### src/rtl/spi_target.sv
// spi_target: SPI mode 0 (CPOL=0, CPHA=0), MSB-first target endpoint.
// SCK/CSN/MOSI are oversampled by the 48 MHz system clock through
// synchronisers. A byte-wide TX holding register feeds the shifter.
//
// Ports:
//   clk, reset            system clock, async active-high reset
//   spi_clk_i/csn_i/mosi_i  raw SPI pins from the external master
//   spi_miso_o            MISO data (tx_shift[7])
//   spi_miso_drive_o      MISO pad output enable, high while selected
//   selected_o            synchronised active-high select status
//   tx_byte_i, tx_en_i    load request for the TX holding register
//   tx_ready_o            holding register is empty
//   rx_byte_o, rx_en_o    last received byte and its one-cycle strobe
//   tx_underrun_o         sticky underrun flag (only with macro below)
//
// Optional feature macro: SPI_TARGET_UNDERRUN_EN adds tx_underrun_o.
module spi_target #(
  parameter int SYNC_STAGES = 2
) (
  input  logic       clk,
  input  logic       reset,
  input  logic       spi_clk_i,
  input  logic       spi_csn_i,
  input  logic       spi_mosi_i,
  output logic       spi_miso_o,
  output logic       spi_miso_drive_o,
  output logic       selected_o,
  input  logic [7:0] tx_byte_i,
  input  logic       tx_en_i,
  output logic       tx_ready_o,
`ifdef SPI_TARGET_UNDERRUN_EN
  output logic       tx_underrun_o,
`endif
  output logic [7:0] rx_byte_o,
  output logic       rx_en_o
);

  typedef enum logic {IDLE, ACTIVE} state_t;

  logic [SYNC_STAGES-1:0] sck_sync, csn_sync, mosi_sync;
  logic sck_prev, csn_prev, mosi_q;
  logic sck_rise, sck_fall, csn_fall, csn_rise;

  state_t     state;
  logic [7:0] tx_shift, rx_shift, hold_data;
  logic       hold_valid, byte_done;
  logic [2:0] bit_cnt;

  logic       reload, accept, bypass;
  logic [7:0] reload_byte;

  // Synchronisers followed by registered edge pulses. mosi_q is delayed by
  // the same amount as the pulses so it lines up with sck_rise. CSN resets
  // high so a master already selecting at reset release still gives a fall.
  always_ff @(posedge clk or posedge reset) begin
    if (reset) begin
      sck_sync  <= '0;
      csn_sync  <= '1;
      mosi_sync <= '0;
      sck_prev  <= 1'b0;
      csn_prev  <= 1'b1;
      mosi_q    <= 1'b0;
      sck_rise  <= 1'b0;
      sck_fall  <= 1'b0;
      csn_fall  <= 1'b0;
      csn_rise  <= 1'b0;
    end else begin
      sck_sync  <= {sck_sync[SYNC_STAGES-2:0], spi_clk_i};
      csn_sync  <= {csn_sync[SYNC_STAGES-2:0], spi_csn_i};
      mosi_sync <= {mosi_sync[SYNC_STAGES-2:0], spi_mosi_i};
      sck_prev  <= sck_sync[SYNC_STAGES-1];
      csn_prev  <= csn_sync[SYNC_STAGES-1];
      mosi_q    <= mosi_sync[SYNC_STAGES-1];
      sck_rise  <= sck_sync[SYNC_STAGES-1] & ~sck_prev;
      sck_fall  <= ~sck_sync[SYNC_STAGES-1] & sck_prev;
      csn_fall  <= ~csn_sync[SYNC_STAGES-1] & csn_prev;
      csn_rise  <= csn_sync[SYNC_STAGES-1] & ~csn_prev;
    end
  end

  // A reload happens at selection and at the falling edge that ends a byte.
  // A load request arriving in the same cycle with the holding register
  // empty skips the register and goes straight into the shifter.
  always_comb begin
    reload      = csn_fall | ((state == ACTIVE) & sck_fall & byte_done & ~csn_rise);
    accept      = tx_en_i & ~hold_valid;
    bypass      = reload & accept;
    reload_byte = 8'hFF;
    if (hold_valid)  reload_byte = hold_data;
    else if (bypass) reload_byte = tx_byte_i;
  end

`ifdef SPI_TARGET_UNDERRUN_EN
  logic underrun_hit;
  assign underrun_hit = ~hold_valid & ~bypass;
`endif

  // Main control: holding register, shifters, bit counter and select FSM.
  always_ff @(posedge clk or posedge reset) begin
    if (reset) begin
      state      <= IDLE;
      tx_shift   <= 8'hFF;
      rx_shift   <= 8'h00;
      hold_data  <= 8'h00;
      hold_valid <= 1'b0;
      byte_done  <= 1'b0;
      bit_cnt    <= 3'd0;
      rx_byte_o  <= 8'h00;
      rx_en_o    <= 1'b0;
`ifdef SPI_TARGET_UNDERRUN_EN
      tx_underrun_o <= 1'b0;
`endif
    end else begin
      rx_en_o <= 1'b0;

      if (reload) begin
        hold_valid <= 1'b0;
      end else if (accept) begin
        hold_valid <= 1'b1;
        hold_data  <= tx_byte_i;
      end

      if (csn_rise) begin
        state     <= IDLE;
        bit_cnt   <= 3'd0;
        byte_done <= 1'b0;
        tx_shift  <= 8'hFF;
      end else if (csn_fall) begin
        state     <= ACTIVE;
        bit_cnt   <= 3'd0;
        byte_done <= 1'b0;
        rx_shift  <= 8'h00;
        tx_shift  <= reload_byte;
`ifdef SPI_TARGET_UNDERRUN_EN
        tx_underrun_o <= underrun_hit;
`endif
      end else if (state == ACTIVE) begin
        if (sck_rise) begin
          rx_shift <= {rx_shift[6:0], mosi_q};
          bit_cnt  <= bit_cnt + 3'd1;
          if (bit_cnt == 3'd7) begin
            rx_byte_o <= {rx_shift[6:0], mosi_q};
            rx_en_o   <= 1'b1;
            byte_done <= 1'b1;
          end
        end
        if (sck_fall) begin
          if (byte_done) begin
            tx_shift  <= reload_byte;
            byte_done <= 1'b0;
`ifdef SPI_TARGET_UNDERRUN_EN
            tx_underrun_o <= tx_underrun_o | underrun_hit;
`endif
          end else begin
            tx_shift <= {tx_shift[6:0], 1'b1};
          end
        end
      end
    end
  end

  assign spi_miso_o       = tx_shift[7];
  assign selected_o       = (state == ACTIVE);
  assign spi_miso_drive_o = (state == ACTIVE);
  assign tx_ready_o       = ~hold_valid;

endmodule

### config.mk
export PLATFORM = sky130hd
export DESIGN_NAME = spi_target
export DESIGN_NICKNAME = d
export VERILOG_FILES = /design/src/rtl/spi_target.sv
export SDC_FILE = /design/constraint.sdc
export NUM_CORES = 1
export LEC_CHECK = 0
export ABC_AREA = 1
export CAP_MARGIN = 20
export CORE_UTILIZATION = 50
export DETAILED_ROUTE_END_ITERATION = 7
export PLACE_DENSITY_LB_ADDON = 0.12
export SETUP_SLACK_MARGIN = 0.1
export SLEW_MARGIN = 20
export SYNTH_ARGS = -nofsm -noshare
export SYNTH_HDL_FRONTEND = slang
export SYNTH_SLANG_ARGS = --single-unit
### constraint.sdc
create_clock -name clk -period 3.35 [get_ports clk]
set_input_delay 0.5025 -clock clk [delete_from_list [all_inputs] [get_ports clk]]
set_output_delay 0.5025 -clock clk [all_outputs]
set_load 0.01 [all_outputs]
==> flow_metrics.py, run 1 <==
metrics = {
    "routing": {
        "first_pass_iters": 5,
        "wl_met2_um": 1593,
        "post_drt_via_cell_ratio": 4.892,
        "top_layer_used": "met4",
        "routed_wl_um": 3465,
        "drtAntennaViolNets": 0,
        "routedWlPerCell_um": 11.67,
        "drt-initial-drc-count": 64,
        "drc": 0,
        "wl_met1_um": 1734,
        "met3_wirelength_um": 102,
        "num_vias": 1453,
    },
    "timing": {
        "finalCriticalPeriod_ns": 1.936,
        "tns_ns": 0,
        "slew_headroom_pct": 40.77,
        "grt_setup_unrepaired": "false",
        "maxSlewViolCount": 0,
        "worstMarginPinSlew_ns": 0.8871,
        "fmax_ghz": 0.5165,
        "setup_ws_ns": 1.414,
        "holdWs_ns": 0.3542,
        "period_share_pct": 57.79,
        "hold_viol": 0,
        "finalSetupViolCount": 0,
        "skew_ns": 0.005899,
    },
    "yosys": {
        "yosysWarnings": 0,
        "syn_nets": 232,
        "ys_ff_latch": 51,
        "syn_avg_cell_area_um2": 9.749,
        "synthTopCellsByArea": "dfrtp_1 (48%), dfstp_2 (14%), nor2_1 (5.7%)",
        "synth_top_area_share_pct": 47.53,
        "syn_inst": 216,
        "synth_top_area_cell": "dfrtp_1",
        "syn_area_mm2": 0.002106,
        "ys_seq_area_share_pct": 61.26,
        "synth_cell_type_count": 22,
    },
    "grt": {
        "grt_pass1_vias": 1329,
        "antenna_found_initial": 0,
        "grt_pass1_wl_um": 5961,
        "grt_max_degree": 45,
        "track_usage_pct": 17.89,
        "overflow": 0,
    },
    "clock_tree": {
        "cts_root_buffer": "clkbuf_8",
        "cts_resized": 0,
        "clock_sinks": 51,
        "cts_max_path_buffers": 2,
        "cts_hold_buf": 0,
        "path_clk_slew_ns": 0.09,
        "postCtsSetupBuffers": 0,
        "insertion_delay_ns": 0.30,
        "cts_tree": "done",
        "htreeDepth": 2,
        "cts_buffers": 5,
    },
    "finish": {
        "nFillCells": 360,
        "multiInputGateArea_um2": 664.4,
        "area_growth_pct": 18.06,
        "register_area_mm2": 0.001290,
        "drive_gt1_share_pct": 17.00,
        "final_nets": 262,
        "diodes": 0,
        "instances_no_fill": 297,
    },
    "min_path": {
        "min_from": "mosi_sync[1]",
        "holdCritPathClass": "register to register",
        "holdPathEnd": "mosi_q",
        "worstHoldPathCells": 0,
    },
    "placed_design": {
        "dp_slack_ns": 1.398,
        "dp.cells": 289,
        "io_buffers": 26,
        "place_congestion": 0.8007,
        "dp_hpwl_um": 2405,
    },
    "outcome": {
        "status": "finished clean",
    },
    "critical_path": {
        "critPathKind": "register to output pin",
        "r2r-end": "tx_shift[5]",
        "rrSetupSlack_ns": 1.81,
        "cp.required_ns": 2.85,
        "crit_path_end_kind": "output pin",
        "crit_arrival_ns": 1.43,
        "r2r-start": "csn_fall",
        "r2r_cells": 3,
        "critical_path.startpoint_type": "register",
        "path_max_fanout": 10,
    },
    "power": {
        "vdd_drop_max_mv": 0.3160,
        "p_per_area_mw_per_mm2": 489.4,
        "p_leak_nw": 1.158,
        "total_power_mw": 1.217,
    },
    "floorplan": {
        "die_h_um": 66.90,
        "row_count": 23,
        "die_area_mm2": 0.004475,
        "io_pins": 27,
        "core_area_mm2": 0.004029,
        "die_w_um": 66.90,
        "start_util_pct": 52.27,
    },
    "job": {
        "timing.max_cap.violations": 0,
    },
}
==> worst max-delay path, stage by stage (launching register included) <==
cell             delay [ns]
dfrtp_1                0.42
inv_2                  0.16
clkdlybuf4s50_1        0.57
==> layout by cell type, fill, tap and decap left out <==
master           netlist  layout
nand3_1               10      10
clkbuf_1               0       1
dfrtp_1               40      40
inv_1                 30      29
clkbuf_8               0       5
dfstp_2               11      11
inv_2                  1       2
clkdlybuf4s50_1        0      26
a21oi_1               17      17
ha_1                   2       2
o22ai_1                7       7
o21bai_1               1       1
clkinv_2               0       1
nand2_1               30      30
nor2_4                 1       1
o21ai_0                4       4
o21ai_2                8       8
buf_4                  1       1
nor2_1                32      32
nor2_2                 2       2
a21oi_2                1       1
nand3_4                1       1
nand2_2                8       8
clkinvlp_4             0       1
o21ai_1                6       6
==> flip-flops by register name, indices dropped and copies added (netlist names) <==
signal / count
mosi_q: 1
hold_valid: 1
selected_o: 1
byte_done: 1
rx_shift: 7
csn_rise: 1
rx_byte_o: 8
rx_en_o: 1
csn_fall: 1
sck_prev: 1
sck_fall: 1
mosi_sync: 2
csn_sync: 2
bit_cnt: 3
hold_data: 8
sck_sync: 2
tx_shift: 8
sck_rise: 1
csn_prev: 1
==> synth_stat cells <==
cell,number
buf_2,1
ha_1,2
o21bai_1,1
dfstp_2,11
o22ai_1,7
inv_2,1
dfrtp_1,40
inv_1,30
o21ai_1,6
nand3_4,1
o21ai_2,8
nor2_4,1
o21ai_0,4
nor2_2,2
nand3_1,10
buf_6,2
nor2_1,32
nand2_2,8
a21oi_2,1
nand2_1,30
a21oi_1,17
buf_4,1
==> cell type report <==
cell class / instances / area share, %
flip-flops and latches: 51 / 51.89
multi-input cells: 130 / 26.72
repair buffers: 27 / 10.77
inverters: 31 / 4.680
clock buffers: 6 / 2.919
well taps: 50 / 2.516
clock inverters: 2 / 0.5033
==> worst max path at each step <==
stage               startpoint            to  slack, ns  cells after the start
finish              hold_valid    tx_ready_o       1.41                      2
global placement       tx_en_i  hold_data[2]       1.45                      6
CTS                 hold_valid    tx_ready_o       1.41                      2
floorplan                reset    bit_cnt[0]       1.64                      1
global route        hold_valid    tx_ready_o       1.36                      2
detailed placement     tx_en_i  hold_data[2]       1.40                      6
==> layer usage <==
| metal | vias up | GRT usage [%] |
|---|---|---|
| met1 | 680 | 25.28 |
| met5 | - | 0 |
| li1 | 740 | - |
| met2 | 27 | 27.53 |
| met3 | 6 | 4.623 |
| met4 | 0 | 3.989 |
==> logic make-up after synthesis <==
kind of cell / share of synthesized area [%]
simple gates: 17.77
compound gates: 12.60
fa+ha+maj: 1.188
flops: 61.26
buf+inv: 7.189
==> report_power, final <==
group	switching (mW)	internal (mW)	total [mW]
logic	0.0904	0.0710	0.161
clock network	0.190	0.146	0.337
registers	0.0347	0.684	0.719
==> per-stage QoR <==
step           area [um^2]  utilization (%)
2_1_floorplan         2106                -
6_report              2486            61.71
4_1_cts               2486            61.71
3_5_place_dp          2401            59.60
5_1_grt               2486            61.71
3_3_place_gp          2401            59.60
Note: power is estimated with default switching activity, not from simulation.
==> run 2, diff against run 1 <==
==> constraint.sdc (replaced) <==
create_clock -name clk -period 1.9 [get_ports clk]
set_input_delay 0.285 -clock clk [delete_from_list [all_inputs] [get_ports clk]]
set_output_delay 0.285 -clock clk [all_outputs]
set_load 0.01 [all_outputs]
==> run 2 against run 1 <==
Effect of this change:
- via count up 1.5%
- die area is the same
- core utilization is 0.75 points higher
- final cell count is 0.67% higher
- critical path depth is the same
- routed wire length shrank 0.89%
- register-to-register slack worse by 1.3 ns
- design area increased by 1.2%
- flip-flop and latch count unchanged
- clock skew fell by 0.0026 ns
- largest cell class unchanged
- highest routed layer unchanged
==> flow_metrics.py, run 2 (synthesis gave the netlist of run 1 again) <==
metrics = {
    "power": {
        "swShare_pct": 25.85,
        "seqPwrFrac_pct": 58.9,
        "p_leak_nw": 1.172,
        "combPwrFrac_pct": 13.6,
        "total_power_mw": 2.151,
        "p_switching_mw": 0.5561,
        "clock_power_share_pct": 27.5,
        "p_int_mw": 1.595,
        "vdd_drop_max_mv": 0.5795,
        "p_per_area_mw_per_mm2": 854.9,
    },
    "outcome": {
        "status": "finished clean",
    },
    "routing": {
        "first_pass_iters": 4,
        "post_drt_via_cell_ratio": 4.933,
        "drt-initial-drc-count": 121,
        "drtAntennaViolNets": 0,
        "num_vias": 1475,
        "routedWlPerCell_um": 11.48,
        "routed_wl_um": 3434,
        "drc": 0,
    },
    "clock_tree": {
        "path_clk_slew_ns": 0.08,
        "htreeDepth": 2,
        "insertion_delay_ns": 0.30,
        "cts_tree": "done",
        "cts_buffers": 5,
        "cts_root_buffer": "clkbuf_8",
        "postCtsSetupBuffers": 0,
        "cts_max_path_buffers": 2,
        "clock_sinks": 51,
    },
    "critical_path": {
        "cp_cell_sequence": "inv_4 > clkdlybuf4s50_1",
        "rrSetupSlack_ns": 0.49,
        "crit_path_end_kind": "output pin",
        "r2r-start": "bit_cnt[0]",
        "crit_path_start": "hold_valid",
        "path_max_fanout": 10,
        "crit_slowest_cell": "clkdlybuf4s50_1",
        "r2r-end": "rx_byte_o[3]",
        "crit_arrival_ns": 1.42,
        "cp.required_ns": 1.62,
        "cpPeakStageDelay_ns": 0.55,
        "critical_path.startpoint_type": "register",
        "r2r_cells": 6,
        "critPathKind": "register to output pin",
        "crit_end": "tx_ready_o",
    },
    "finish": {
        "area_growth_pct": 19.49,
        "layout_commonest_cell": "dfrtp_1",
        "drive_gt1_share_pct": 17.67,
        "diodes": 0,
        "layout_common_cells": "dfrtp_1 (40), nor2_1 (32), nand2_1 (30)",
        "top_regs": "hold_data (8), rx_byte_o (8), tx_shift (8)",
        "final_nets": 264,
    },
    "grt": {
        "grt_pass1_vias": 1397,
        "grt_max_degree": 52,
        "track_usage_pct": 19.30,
        "grt_pass1_wl_um": 6382,
        "overflow": 0,
        "antenna_found_initial": 0,
    },
    "timing": {
        "slew_headroom_pct": 79.03,
        "period_share_pct": 89.85,
        "tns_ns": 0,
        "grt_setup_unrepaired": "false",
        "fmax_ghz": 0.5858,
        "finalCriticalPeriod_ns": 1.707,
        "hold_viol": 0,
        "skew_ns": 0.003295,
        "maxSlewViolCount": 0,
        "worstMarginPinSlew_ns": 0.3135,
        "finalSetupViolCount": 0,
    },
    "job": {
        "timing.max_cap.violations": 0,
    },
    "floorplan": {
        "start_util_pct": 52.27,
        "die_w_um": 66.90,
        "row_count": 23,
        "die_area_mm2": 0.004475,
        "io_pins": 27,
        "die_h_um": 66.90,
        "core_area_mm2": 0.004029,
    },
    "placed_design": {
        "place_congestion": 0.7238,
        "io_buffers": 26,
        "dp_hpwl_um": 2353,
    },
    "min_path": {
        "holdCritPathClass": "input pin to asynchronous set/reset pin",
    },
}
[run 2: cell types whose count changed in the layout (fill, tap and decap cells not counted), sizes merged]
cell	delta
buf	+2
[run 2: worst min-delay path by stage]
stage | from | to | slack [ns]
2_1_floorplan | spi_csn_i | csn_sync[0] | 0.29
3_3_place_gp | sck_sync[0] | sck_sync[1] | 0.33
3_5_place_dp | mosi_sync[0] | mosi_sync[1] | 0.34
4_1_cts | reset | sck_sync[0] | 0.34
5_1_grt | reset | sck_sync[1] | 0.35
6_report | reset | sck_sync[0] | 0.34
[run 2: power groups by stage]
stage | sequential, mW | clock (mW) | combinational [mW]
after global routing | 1.28 | 0.661 | 0.339
after CTS | 1.27 | 0.621 | 0.296
after global placement | 1.28 | 0 | 0.287
after detailed placement | 1.29 | 0 | 0.296
after floorplan | 1.28 | 0 | 0.203
final | 1.27 | 0.591 | 0.292
[run 2: area by class of cell]
| type | count | area [um^2] |
|---|---|---|
| fillers | 357 | 1513 |
| flip-flops and latches | 51 | 1290 |
| multi-input cells | 130 | 664.4 |
| repair buffers | 29 | 295.3 |
| inverters | 31 | 118.9 |
| clock buffers | 6 | 72.57 |
| well taps | 50 | 62.56 |
| clock inverters | 2 | 12.51 |
[run 2: layer usage]
layer	vias to the layer above	share of wire (%)	global-route usage [%]
li1	747	-	-
met1	693	48	25.50
met2	31	48	30.56
met3	4	3.4	4.623
met4	0	1.2	7.181
met5	-	0	0
[run 2: through the flow]
| stage | instances | util (%) | setup slack [ns] | hold slack [ns] | cell area, um^2 |
|---|---|---|---|---|---|
| final | 299 | 62.45 | 0.1929 | 0.3399 | 2516 |
| after floorplan | 216 | - | 0.4037 | 0.2895 | 2106 |
| after detailed placement | 291 | 60.28 | 0.3824 | 0.3393 | 2429 |
| after global placement | 291 | 60.28 | 0.4391 | 0.3336 | 2429 |
| after CTS | 299 | 62.39 | 0.1522 | 0.3444 | 2514 |
| after global routing | 299 | 62.45 | 0.1242 | 0.3494 | 2516 |
[run 2: repair_timing]
action	in CTS	in global routing
endpoints found under the setup margin	0	1
resized for setup	0	1
hold buffers	0	0
[run 2: worst max-delay path, delay by kind of cell (launching register included)]
kind     cells  cell delay (ns)
flops        1             0.44
buf+inv      2             0.68
==> run 3, diff against run 2 <==
--- a/config.mk
+++ b/config.mk
@@ -9,6 +9,7 @@
 export CAP_MARGIN = 20
 export CORE_UTILIZATION = 50
 export DETAILED_ROUTE_END_ITERATION = 7
+export MAX_ROUTING_LAYER = met4
 export PLACE_DENSITY_LB_ADDON = 0.12
 export SETUP_SLACK_MARGIN = 0.1
 export SLEW_MARGIN = 20
==> run 3 against run 2 <==
Effect of this change:
- first-iteration DRC count down 1.7%
- core utilization unchanged
- largest power group unchanged
- critical path type unchanged
- die area unchanged
- flip-flop and latch count unchanged
==> flow_metrics.py, run 3 (synthesis gave the netlist of run 1 again) <==
metrics = {
    "finish": {
        "layout_commonest_cell": "dfrtp_1",
        "top_regs": "hold_data (8), rx_byte_o (8), tx_shift (8)",
        "nFillCells": 357,
        "area_growth_pct": 19.49,
        "multiInputGateArea_um2": 664.4,
        "diodes": 0,
        "register_area_mm2": 0.001290,
        "instances_no_fill": 299,
        "drive_gt1_share_pct": 17.67,
        "fin_area_mm2": 0.002516,
        "final_nets": 264,
        "layout_common_cells": "dfrtp_1 (40), nor2_1 (32), nand2_1 (30)",
    },
    "power": {
        "vdd_drop_max_mv": 0.5796,
        "p_leak_nw": 1.172,
        "p_per_area_mw_per_mm2": 855.1,
    },
    "placed_design": {
        "place_congestion": 0.7324,
        "placed_area_mm2": 0.002429,
        "io_buffers": 26,
        "dp_hpwl_um": 2353,
        "dp.cells": 291,
    },
    "outcome": {
        "status": "finished clean",
    },
    "critical_path": {
        "crit_arrival_ns": 1.42,
        "critical_path_buf_inv_count": 2,
        "rrSetupSlack_ns": 0.49,
        "crit_slowest_cell": "clkdlybuf4s50_1",
        "critPathKind": "register to output pin",
        "path_max_fanout": 10,
        "cpPeakStageDelay_ns": 0.55,
        "r2r-end": "rx_byte_o[3]",
        "crit_path_end_kind": "output pin",
        "r2r-start": "bit_cnt[0]",
        "r2r_cells": 6,
        "critical_path.startpoint_type": "register",
        "cp_cell_sequence": "inv_4 > clkdlybuf4s50_1",
        "cp.required_ns": 1.62,
        "crit_family": "buffers and inverters",
    },
    "floorplan": {
        "io_pins": 27,
        "core_area_mm2": 0.004029,
        "start_util_pct": 52.27,
        "die_w_um": 66.90,
        "row_count": 23,
        "die_h_um": 66.90,
        "die_area_mm2": 0.004475,
    },
    "clock_tree": {
        "cts_tree": "done",
        "clock_sinks": 51,
        "cts_hold_buf": 0,
        "cts_max_path_buffers": 2,
        "cts_buffers": 5,
        "path_clk_slew_ns": 0.08,
        "htreeDepth": 2,
        "insertion_delay_ns": 0.29,
        "postCtsSetupBuffers": 0,
        "cts_root_buffer": "clkbuf_8",
    },
    "routing": {
        "num_vias": 1478,
        "drtAntennaViolNets": 0,
        "routed_wl_um": 3433,
        "drc": 0,
        "post_drt_via_cell_ratio": 4.943,
        "routedWlPerCell_um": 11.48,
        "first_pass_iters": 4,
        "drt-initial-drc-count": 119,
    },
    "timing": {
        "hold_viol": 0,
        "worstMarginPinSlew_ns": 0.3135,
        "finalCriticalPeriod_ns": 1.707,
        "period_share_pct": 89.82,
        "maxSlewViolCount": 0,
        "tns_ns": 0,
        "grt_setup_unrepaired": "false",
        "fmax_ghz": 0.5860,
        "skew_ns": 0.003332,
        "holdWs_ns": 0.3412,
        "slew_headroom_pct": 79.03,
        "finalSetupViolCount": 0,
    },
    "grt": {
        "track_usage_pct": 19.82,
        "grt_max_degree": 52,
        "grt_pass1_vias": 1396,
        "overflow": 0,
        "antenna_found_initial": 0,
        "grt_pass1_wl_um": 6382,
    },
    "job": {
        "timing.max_cap.violations": 0,
    },
    "min_path": {
        "holdCritPathClass": "input pin to asynchronous set/reset pin",
    },
}
-- run 3: timing repair --
action | in CTS | in global routing
resized for setup | 0 | 1
endpoints found under the setup margin | 0 | 1
endpoints found under the hold margin | 0 | 0
-- run 3: per-layer routing --
| layer | up-vias | track usage (%) | wire length (um) |
|---|---|---|---|
| li1 | 746 | - | - |
| met1 | 696 | 25.50 | 1645 |
| met5 | - | - | 0 |
| met2 | 32 | 30.56 | 1632 |
| met3 | 4 | 4.623 | 117 |
| met4 | 0 | 7.181 | 37 |
-- run 3: power breakdown --
group          total [mW]  leakage [nW]  switching, mW  internal (mW)
registers            1.27         0.638         0.0627           1.21
clock network       0.591        0.0412          0.334          0.258
logic               0.292         0.493          0.160          0.132
-- run 3: cell type report --
cell class / count / share of cell area [%]
sequential: 51 / 51.27
multi-input combinational: 130 / 26.40
timing repair buffer: 29 / 11.74
inverter: 31 / 4.724
clock buffer: 6 / 2.884
tap: 50 / 2.486
clock inverter: 2 / 0.4973
-- run 3: worst max-delay path by stage --
stage	from	end	cells after the start
after CTS	hold_valid	tx_ready_o	2
after floorplan	reset	bit_cnt[0]	1
after global routing	hold_valid	tx_ready_o	2
after detailed placement	tx_en_i	hold_data[7]	6
after global placement	tx_en_i	hold_data[2]	6
final	hold_valid	tx_ready_o	2
-- run 3: worst min-delay path: stages --
cell and delay [ns]:
clkdlybuf4s50_1 0.41, inv_2 0.07, buf_12 0.25
-- run 3: stage by stage --
step / setup slack (ns) / total power, mW / util (%)
6_report: 0.1935 / 2.151 / 62.45
5_1_grt: 0.1242 / 2.282 / 62.45
4_1_cts: 0.1522 / 2.185 / 62.39
3_5_place_dp: 0.3824 / 1.582 / 60.28
3_3_place_gp: 0.4391 / 1.572 / 60.28
2_1_floorplan: 0.4037 / 1.478 / -
